--- src/rtl/bcd2ascii_ser.sv ---
// bcd2ascii_ser: buffers sign-magnitude BCD words and streams them as ASCII bytes
module bcd2ascii_ser #(
  parameter int         FIFO_DEPTH = 4,
  parameter bit         TERM_EN    = 1'b1,
  parameter logic [7:0] TERM_CHAR  = 8'h0A
) (
  input  logic                          clk,
  input  logic                          rstn,
  input  logic [16:0]                   bcd_i,
  input  logic                          bcd_vld_i,
  output logic [7:0]                    ch_o,
  output logic                          ch_vld_o,
  input  logic                          ch_rdy_i,
  output logic                          drop_o,
  output logic [$clog2(FIFO_DEPTH):0]   fifo_lvl_o,
  output logic                          busy_o
);
  localparam int AW = $clog2(FIFO_DEPTH);
  localparam int LW = AW + 1;
  typedef enum logic [1:0] {IDLE, SIGN, DIG, TERM} state_t;
  state_t          state_q;
  logic [16:0]     mem [FIFO_DEPTH];
  logic [AW-1:0]   wp_q, rp_q;
  logic [LW-1:0]   lvl_q, lvl_d;
  logic [15:0]     dig_q;
  logic [1:0]      idx_q;
  logic [7:0]      ch_q;
  logic            ch_vld_q, drop_q;
  logic            push, pop, acc, last, head_neg;
  logic [16:0]     head;
  logic [1:0]      head_idx;
  logic [3:0]      head_dig, cur_dig, nxt_dig;
  function automatic logic [7:0] asc(input logic [3:0] d);
    return d > 4'd9 ? 8'h3F : 8'h30 + {4'h0, d};
  endfunction
  always_comb begin
    acc      = ch_vld_q & ch_rdy_i;
    last     = state_q == TERM || (state_q == DIG && idx_q == 2'd0 && !TERM_EN);
    push     = bcd_vld_i && lvl_q != LW'(FIFO_DEPTH);
    pop      = lvl_q != '0 && (state_q == IDLE || (acc && last));
    lvl_d    = lvl_q + LW'(push) - LW'(pop);
    head     = mem[rp_q];
    head_idx = head[15:12] != 4'd0 ? 2'd3 : head[11:8] != 4'd0 ? 2'd2 : head[7:4] != 4'd0 ? 2'd1 : 2'd0;
    head_neg = head[16] && head[15:0] != 16'd0;
    head_dig = head[{head_idx, 2'b00} +: 4];
    cur_dig  = dig_q[{idx_q, 2'b00} +: 4];
    nxt_dig  = dig_q[{idx_q - 2'd1, 2'b00} +: 4];
  end
  always_ff @(posedge clk) begin
    if (push) mem[wp_q] <= bcd_i;
  end
  always_ff @(posedge clk or negedge rstn) begin
    if (!rstn) begin
      wp_q   <= '0;
      rp_q   <= '0;
      lvl_q  <= '0;
      drop_q <= 1'b0;
    end else begin
      wp_q   <= push ? wp_q + 1'b1 : wp_q;
      rp_q   <= pop ? rp_q + 1'b1 : rp_q;
      lvl_q  <= lvl_d;
      drop_q <= bcd_vld_i && !push;
    end
  end
  // A pop always loads the next word, covering both IDLE and the last-character handoff
  always_ff @(posedge clk or negedge rstn) begin
    if (!rstn) begin
      state_q  <= IDLE;
      dig_q    <= '0;
      idx_q    <= '0;
      ch_q     <= '0;
      ch_vld_q <= 1'b0;
    end else if (pop) begin
      dig_q    <= head[15:0];
      idx_q    <= head_idx;
      state_q  <= head_neg ? SIGN : DIG;
      ch_q     <= head_neg ? 8'h2D : asc(head_dig);
      ch_vld_q <= 1'b1;
    end else if (acc) begin
      if (state_q == SIGN) begin
        state_q <= DIG;
        ch_q    <= asc(cur_dig);
      end else if (state_q == DIG && idx_q != 2'd0) begin
        idx_q <= idx_q - 2'd1;
        ch_q  <= asc(nxt_dig);
      end else if (state_q == DIG && TERM_EN) begin
        state_q <= TERM;
        ch_q    <= TERM_CHAR;
      end else begin
        state_q  <= IDLE;
        ch_q     <= '0;
        ch_vld_q <= 1'b0;
      end
    end
  end
  assign ch_o       = ch_q;
  assign ch_vld_o   = ch_vld_q;
  assign drop_o     = drop_q;
  assign fifo_lvl_o = lvl_q;
  assign busy_o     = lvl_q != '0 || state_q != IDLE;
endmodule

--- config.mk ---
export PLATFORM = sky130hd
export DESIGN_NAME = bcd2ascii_ser
export DESIGN_NICKNAME = d
export VERILOG_FILES = /design/src/rtl/bcd2ascii_ser.sv
export SDC_FILE = /design/constraint.sdc
export NUM_CORES = 1
export LEC_CHECK = 0
export CORE_UTILIZATION = 49
export DETAILED_ROUTE_END_ITERATION = 16
export PLACE_DENSITY = 0.69
export SLEW_MARGIN = 20
export SYNTH_ARGS = -nofsm -noshare
export SYNTH_HDL_FRONTEND = slang
export SYNTH_SLANG_ARGS = --single-unit
--- constraint.sdc ---
create_clock -name clk -period 3.4 [get_ports clk]
set_clock_uncertainty 0.1 [all_clocks]
set_input_delay 0.51 -clock clk [delete_from_list [all_inputs] [get_ports clk]]
set_output_delay 0.51 -clock clk [all_outputs]
set_load 0.02 [all_outputs]
==> results of run 1 <==
==> sequential cells by signal, summed over array words and instances, names as in the netlist <==
| register | count |
|---|---|
| dig_q | 16 |
| ch_o | 6 |
| state_q | 2 |
| idx_q | 2 |
| drop_o | 1 |
| mem | 68 |
| fifo_lvl_o | 3 |
| rp_q | 2 |
| ch_vld_o | 1 |
| wp_q | 2 |
==> cell families after synthesis <==
kind of cell | Yosys count | synth area share, %
DFF | 103 | 63.75
other | 1 | 0.08193
buffers and inverters | 27 | 2.734
xor gates and xnor gates | 5 | 0.9568
and+or+nand+nor | 49 | 5.877
adders and majority gates | 13 | 3.718
muxes | 39 | 15.72
AOI/OAI and AO/OA | 48 | 7.162
==> layer usage <==
layer | up-vias | track usage (%) | routed length [µm]
met2 | 80 | 29.96 | 4033
met1 | 1264 | 25.00 | 3684
li1 | 1183 | - | -
met3 | 7 | 4.823 | 508
met5 | - | 0 | 0
met4 | 0 | 4.707 | 91
==> area by class of cell <==
class / count / area (µm²) / area share, %
clock buffer: 9 / 123.9 / 2.351
tap: 108 / 135.1 / 2.565
timing repair buffer: 43 / 397.9 / 7.552
multi-input combinational: 156 / 1545 / 29.33
clock inverter: 7 / 92.59 / 1.757
inverter: 15 / 56.30 / 1.069
sequential: 103 / 2918 / 55.38
==> cell usage in the layout, fill, tap and decap left out, types with 11 or more instances in the layout <==
cell type	n
dfrtp_1	35
mux2_2	12
nor2_1	12
ha_1	12
mux4_2	25
nand2_1	15
clkdlybuf4s50_1	31
o21ai_0	12
buf_4	11
edfxtp_1	68
inv_1	14
==> power groups by stage <==
stage          registers, mW  logic (mW)  clock network (mW)
2_1_floorplan           1.98        1.61                   0
3_3_place_gp            1.98        2.22                   0
3_5_place_dp            1.99        2.25                   0
4_1_cts                 1.97        2.26               0.844
5_1_grt                 2.01        2.44               0.888
6_report                1.96        2.23               0.828
==> worst max path at each step <==
| stage | slack, ps | cells after the start | endpoint |
|---|---|---|---|
| after global placement | 580 | 11 | fifo_lvl_o[2]$_DFF_PN0_ |
| after floorplan | 270 | 10 | fifo_lvl_o[2]$_DFF_PN0_ |
| after global routing | 390 | 7 | ch_o[2]$_DFFE_PN0P_ |
| after detailed placement | 550 | 11 | fifo_lvl_o[2]$_DFF_PN0_ |
| after CTS | 540 | 7 | ch_o[0]$_DFFE_PN0P_ |
| final | 550 | 7 | ch_o[2]$_DFFE_PN0P_ |
==> through the flow <==
| step | setup WS [ps] | std cells |
|---|---|---|
| 2_1_floorplan | 270.8 | 286 |
| 3_3_place_gp | 579.0 | 425 |
| 3_5_place_dp | 552.4 | 425 |
| 4_1_cts | 542.7 | 441 |
| 5_1_grt | 387.9 | 441 |
| 6_report | 552.0 | 441 |
==> run summary, run 1 <==
outcome: complete, no violations
first-pass GRT wire length: 13.38 mm
total grt overflow: 0
critical path cell sequence: buf_4 -> mux4_2 -> nor4_1 -> nand2_1 -> o21a_1 -> a2111oi_2 -> nor2_1
syn_area_per_cell: 16.06 µm²
CTS tree: built
Worst-path clk slew: 110 ps
vias in the first global route: 2596
CP max stage cell: mux4_2
register bit count reported by yosys: 103
layout net count: 362
Area after DPL: 5052 µm²
peak supply drop: 0.0003495 V
Clock power frac: 16.5%
drt initial violations: 85
CP bufs+invs: 1
Post-synth EDFFs: 68
r2r startpoint: rp_q[0]$_DFFE_PN0P_
setup TNS: 0 ps
I/O pin total: 35
Finish-stage setup viols: 0
Layout Cell Area excl Fill: 5269 µm²
critical path endpoint category: register
worst hold path class: in -> async
Cells after Synth: 285
fin util: 59.26%
Final GP Congestion: 0.9333
post-CTS setup buffer count: 0
die area: 9731 µm²
Post-Route WL: 8.318 mm
Slew Viols, Final: 0
count leader, synth: edfxtp_1
port bufs: 32
largest net degree at the start of global routing: 36
Comb power frac: 44.5%
leading area contributor after synthesis: edfxtp_1
crit path DAT: 3010 ps
H-tree levels: 3
antenna diode count: 0
GRT Util Overall: 18.43%
final hold viol count: 0
clk_lat worst skew: 370 ps
core box area: 8891 µm²
FF-to-FF End: ch_o[2]$_DFFE_PN0P_
cts repair resizes: 0
Critical Path RT: 3560 ps
ratio of cells with drive above 1 in the final layout: 21.92%
CP startpoint kind: register
Synth top area share: 44.61%
Post-synth ARST share: 33.98%
delay-heaviest family, CP: simple AND/OR/NAND/NOR gates
largest cells by area after synthesis: edfxtp_1 (45%), dfrtp_1 (19%), mux4_2 (12%)
CP max FO: 10
Area Growth Syn to Fin: 15.12%
pwr dens: 954.0 nW/µm²
register area share after synthesis: 63.75%
RSZ-0062 raised after global routing: no
Slew @ Worst Pin: 784.4 ps
post-layout min period: 2848 ps
final period utilization: 83.76%
max-cap violation count: 0
synth cell count leaders: edfxtp_1 (68), dfrtp_1 (35), mux4_2 (25)
Worst R2R Setup Slack: 550 ps
P_sw: 1.869 mW
R2R depth: 7
Int Pwr: 3.158 mW
# fillers: 697
num rows: 34
Synth warnings: 0
CTS Buf Count: 9
Power Total: 5.027 mW
Sink Count: 103
Main synth FF type: edfxtp_1
Residual DRC: 0
WHS: 111.9 ps
Critical Path Start: rp_q[0]$_DFFE_PN0P_
leakage power: 1.902 nW
cts hold-fix bufs: 0
Starting Density: 51.48%
initial antenna violation count: 0
die height: 98.65 µm
via count: 2534
Slew headroom: 47.71%
Vias/cell: 5.746
CP max stage delay: 570 ps
average wire per standard cell: 18.86 µm
DRT Pass-1 Iters: 4
Detail Placement HPWL: 5.820 mm
Die Wd: 98.65 µm
Cell variety after synth: 49
max frequency: 351.1 MHz
sw frac: 37.18%
Seq pwr share: 39.1%
Netlist Area Pre-Place: 4577 µm²
Antenna Nets Post-Route: 0
CTS Root Cell: clkbuf_8
Setup CP Type: reg -> reg
clock buffer depth: 2
Power figures use the tool's default switching activity.
==> inputs of run 2 (changes only) <==
clock period = 2.9 ns   (was 3.4 ns; I/O delays follow)
==> run summary, run 2 (same netlist as run 1, synthesis figures left out) <==
setup TNS: 0 ps (unchanged)
WHS: 43.22 ps (-68.65 ps)
die area: 9731 µm² (unchanged)
Vias/cell: 5.677 (-1.2%)
CP startpoint kind: register
cts hold-fix bufs: 0 (unchanged)
outcome: complete, no violations
max-cap violation count: 0 (unchanged)
dpl cells: 427 (+0.47%)
Starting Density: 51.48% (unchanged)
critical path endpoint category: register
die height: 98.65 µm (unchanged)
max frequency: 363.0 MHz (+3.4%)
total grt overflow: 0 (unchanged)
Die Wd: 98.65 µm (unchanged)
CTS Buf Count: 9 (unchanged)
via count: 2515 (-0.75%)
antenna diode count: 0 (unchanged)
drt initial violations: 90 (+5.9%)
Slew @ Worst Pin: 802.8 ps (+18.33 ps)
final hold viol count: 0 (unchanged)
crit path DAT: 2890 ps (-120 ps)
Post-Route WL: 8.127 mm (-2.3%)
average wire per standard cell: 18.35 µm (-2.7%)
R2R depth: 7 (unchanged)
layout net count: 364 (+0.55%)
H-tree levels: 3 (unchanged)
DRT Pass-1 Iters: 5 (+1)
port bufs: 32 (unchanged)
Final GP Congestion: 0.8532 (-8.6%)
largest net degree at the start of global routing: 36 (unchanged)
I/O pin total: 35 (unchanged)
cts repair resizes: 0 (unchanged)
FF-to-FF End: ch_o[0]$_DFFE_PN0P_
final period utilization: 94.99% (+11 points)
fin util: 59.60% (+0.34 points)
sw frac: 37.88% (+0.70 points)
Comb power frac: 45.3% (+0.8 points)
ratio of cells with drive above 1 in the final layout: 22.39% (+0.47 points)
Finish-stage setup viols: 0 (unchanged)
vias in the first global route: 2551 (-1.7%)
post-CTS setup buffer count: 0 (unchanged)
leakage power: 1.913 nW (+0.53%)
Clock power frac: 15.9% (-0.6 points)
Detail Placement HPWL: 5.747 mm (-1.2%)
Area Growth Syn to Fin: 15.77%
clk_lat worst skew: 370 ps (about the same)
Residual DRC: 0 (unchanged)
r2r startpoint: rp_q[0]$_DFFE_PN0P_
Int Pwr: 3.658 mW (+16%)
peak supply drop: 0.0005453 V (+56%)
Antenna Nets Post-Route: 0 (unchanged)
worst hold path class: in -> async
CP max FO: 4 (-6)
Power Total: 5.889 mW (+17%)
Sink Count: 103 (unchanged)
GRT Util Overall: 18.24% (-0.19 points)
Worst R2R Setup Slack: 150 ps (-410 ps)
Final Non-Filler Cells: 443 (+0.45%)
clock buffer depth: 2 (unchanged)
max reg flops: 68 (unchanged)
pwr dens: 1111 nW/µm² (+16%)
CTS Root Cell: clkbuf_8
Critical Path RT: 3040 ps (-520 ps)
commonest non-fill, non-tap cell in the layout: edfxtp_1
first-pass GRT wire length: 13.26 mm (-0.88%)
P_sw: 2.231 mW (+19%)
core box area: 8891 µm² (unchanged)
Worst-path clk slew: 120 ps (about the same)
RSZ-0062 raised after global routing: no
Top reg by flops: mem
Slew Viols, Final: 0 (unchanged)
most frequent cells in the layout: edfxtp_1 (68), dfrtp_1 (35), clkdlybuf4s50_1 (31), mux4_2 (25), nand2_1 (15)
num rows: 34 (unchanged)
Seq pwr share: 38.8% (-0.3 points)
initial antenna violation count: 0 (unchanged)
post-layout min period: 2755 ps (-93.20 ps)
CTS tree: built
Setup CP Type: reg -> reg
Slew headroom: 46.48% (-1.2 points)
-- run 2: cell types whose count changed in the layout (fill, tap and decap cells not counted), sizes merged --
| cell | previous run | this run |
|---|---|---|
| bufinv | 1 | 0 |
| buf | 12 | 14 |
| inv | 19 | 18 |
| clkinv | 2 | 4 |
-- run 2: worst max-delay path by stage --
stage	slack (ps)	startpoint	end	cells after the start
after floorplan	40	fifo_lvl_o[1]$_DFF_PN0_	fifo_lvl_o[2]$_DFF_PN0_	10
after global placement	160	ch_rdy_i	fifo_lvl_o[2]$_DFF_PN0_	11
after detailed placement	150	ch_rdy_i	fifo_lvl_o[2]$_DFF_PN0_	11
after CTS	130	rp_q[0]$_DFFE_PN0P_	ch_o[0]$_DFFE_PN0P_	7
after global routing	2	rp_q[0]$_DFFE_PN0P_	ch_o[0]$_DFFE_PN0P_	7
final	150	rp_q[0]$_DFFE_PN0P_	ch_o[0]$_DFFE_PN0P_	7
-- run 2: routing by layer --
metal / vias up / global-route usage [%] / routed length [µm]
li1: 1185 / - / -
met1: 1270 / 25.45 / 3841
met2: 56 / 29.14 / 3945
met3: 4 / 4.539 / 284
met4: 0 / 4.478 / 55
met5: - / 0 / 0
-- run 2: area by class of cell --
cell class                 instances  area [µm²]
clock buffer                       9       123.9
clock inverter                     7       96.34
multi-input combinational        156        1553
timing repair buffer              45       416.7
inverter                          15       56.30
fill                             678        3592
sequential                       103        2918
tap                              108       135.1
-- run 2: per-stage QoR --
stage / cell area, µm² / setup WS [ps]
after CTS: 5288 / 125.8
after floorplan: 4588 / 37.61
after global placement: 5067 / 160.7
final: 5299 / 145.2
after global routing: 5299 / 2.408
after detailed placement: 5067 / 149.3
-- run 2: worst max-delay path, stage by stage, from the launching register on --
cell	delay (ps)
dfrtp_1	390
buf_4	150
mux4_2	530
or4_4	580
o21ai_4	200
mux2_1	330
a211oi_1	250
a21oi_1	90
-- run 2: power by group through the flow --
stage          clock network (mW)  registers [mW]  logic (mW)
2_1_floorplan                   0            2.32        1.89
3_3_place_gp                    0            2.31        2.63
3_5_place_dp                    0            2.33        2.67
4_1_cts                     0.970            2.29        2.67
5_1_grt                      1.02            2.34        2.91
6_report                    0.936            2.29        2.67
==> patch: new RTL, flow settings as in run 1 <==
Set the parameter `TERM_EN` to 1'b0 (it was 1'b1).
--- a/src/rtl/bcd2ascii_ser.sv
+++ b/src/rtl/bcd2ascii_ser.sv
@@ -1,7 +1,7 @@
 // bcd2ascii_ser: buffers sign-magnitude BCD words and streams them as ASCII bytes
 module bcd2ascii_ser #(
   parameter int         FIFO_DEPTH = 4,
-  parameter bit         TERM_EN    = 1'b1,
+  parameter bit         TERM_EN    = 1'b0,
   parameter logic [7:0] TERM_CHAR  = 8'h0A
 ) (
   input  logic                          clk,
Formal check against the unedited RTL: not equivalent (a bounded check fails within 4 cycles, from zero or initial values and one cycle with rstn low).
==> patch against run 1 <==
Largest power group unchanged; total power decreased by 1.3%; sequential cell count unchanged; routed wire length rose by 1.7%; sequential share of layout area rose by 0.56 points; via count up 4.7%; synthesized area about the same; worst setup slack got worse by 0.13 ns; highest routed layer unchanged; design area decreased by 1.0%; final cell count rose by 4.3%; clock power down 15%; critical endpoint is now ch_o[0].
==> patch: results (changes against run 1) <==
- Synth Area in Compound Gates: 0.07270 (+0.001074)
- Mapped Cells: 303 (+6.3%)
- TritonCTS Buffers: 9 (unchanged)
- Leakage: 1.970 nW (+3.5%)
- R2R Setup Slk: 0.42 ns (-0.13 ns)
- Post-synth EDFFs: 68 (unchanged)
- Iter 0 DRT Violations: 123 (+45%)
- WHS: 0.4049 ns (+0.2931 ns)
- Register area share after synthesis: 0.6373 (about the same)
- I/O Buffers: 32 (unchanged)
- GPL Wtd Cong: 0.8516 (-8.8%)
- Cell area after placement: 0.005036 sq mm (-0.32%)
- Quantity of hold-fixing buffers added after cts: 0 (unchanged)
- Longest Clk Path Bufs: 2 (unchanged)
- Adder-Cell Fraction of Synth Area: 0.02350 (-0.01368)
- First-pass GRT wire length: 13970 microns (+4.4%)
- Post-CTS sizing: 0 (unchanged)
- Worst-path clk slew: 0.10 ns
- Layout cells sized above 1: 0.1534 (-0.06581)
- H-tree depth: 3 (unchanged)
- Largest net degree at the start of global routing: 36 (unchanged)
- Outcome: completed
- Post-synthesis mux area share: 0.1279 (-0.02929)
- Vias/cell: 5.770 (+0.41%)
- Inst Count DP: 444 (+4.5%)
- Filler cells: 716 (+2.7%)
- Post-Route WL: 8462 microns (+1.7%)
- Critical Path AT: 3.13 ns (+0.12 ns)
- Global Route Usage Sum: 0.1928 (+0.008562)
- Dpl ws: 0.4306 ns (-0.1217 ns)
- Clk_lat worst skew: 0.36 ns
- DP HPWL: 5784 microns (-0.61%)
- Non-filler instance count after layout: 460 (+4.3%)
- Fmax: 335.5 MHz (-4.4%)
- Clock root cell: clkbuf_8
- Commonest cells in the synthesized netlist: edfxtp_1 (68), nand2_1 (62), dfrtp_1 (35)
- Hold WC Path Type: reg -> reg
- CP Max Fanout: 19 (+9)
- Vias in the first global route: 2693 (+3.7%)
- Max-cap violations: 0 (unchanged)
- Netlist cell types: 52 (+6.1%)
- Initial antenna violation count: 0 (unchanged)
- Max IR drop VDD: 0.0003903 V (+12%)
- Top post-synthesis cells by area: edfxtp_1 (45%), dfrtp_1 (19%), mux4_2 (9.3%)
- Xor/xnor share of the synthesized area: 0.01148 (+0.001910)
- Most flops, register: mem
- N_diodes: 0 (unchanged)
- Fin area: 0.005216 sq mm (-1.0%)
- Nets: 376 (+3.9%)
- Max_slew headroom: 0.5919 (+0.1149)
- Synth warnings: 0 (unchanged)
- Post-CTS Setup Inserts: 0 (unchanged)
- Post-synth ARST share: 0.3398 (unchanged)
- Max reg flops: 68 (unchanged)
## patch: kinds of logic (layout without fill, tap and decap cells)
group / count (synthesis) / after routing
DFF: 103 / 103
other: 1 / 2
and+or+nand+nor: 94 / 94
xor gates and xnor gates: 6 / 6
muxes: 25 / 25
adders and majority gates: 8 / 8
buffers and inverters: 21 / 69
AOI/OAI and AO/OA: 45 / 45
## patch: final cells by class
type	count	share of cell area
tap	108	0.02591
multi-input combinational	180	0.2950
clock inverter	7	0.01079
inverter	9	0.006476
clock buffer	9	0.02375
timing repair buffer	44	0.07868
sequential	103	0.5594
## patch: report_power, final
group,leakage [nW],switching (mW),internal [mW]
Clock,0.0923,0.430,0.276
Sequential,1.04,0.238,1.74
Combinational,0.840,1.26,1.02
## patch: path summary, 6_finish.rpt
check / from / endpoint / cells after the start
worst max register to register: rp_q[0] / ch_o[0] / 7
min in group asynchronous: rstn / ch_o[5] / 2
max in group asynchronous: rstn / dig_q[9] / 2
worst min register to register: dig_q[4] / dig_q[4] / 2
worst min-delay path: dig_q[4] / dig_q[4] / 2
worst max-delay path: rp_q[0] / ch_o[0] / 7
## patch: metal layers
metal	share of wire	routed length (microns)	up-vias	track usage
li1	-	-	1240	-
met1	0.45	3769	1305	0.2619
met2	0.48	4096	91	0.3044
met3	0.051	431	18	0.04468
met4	0.019	165	0	0.07807
met5	0	0	-	0
## patch: critical path, stage by stage (launching register included)
cell and delay (ns):
dfrtp_1 0.33, buf_4 0.32, mux4_1 0.68, nor4_4 0.56, nand4_1 0.16, a21o_1 0.26
a2111oi_2 0.34, a21oi_1 0.10
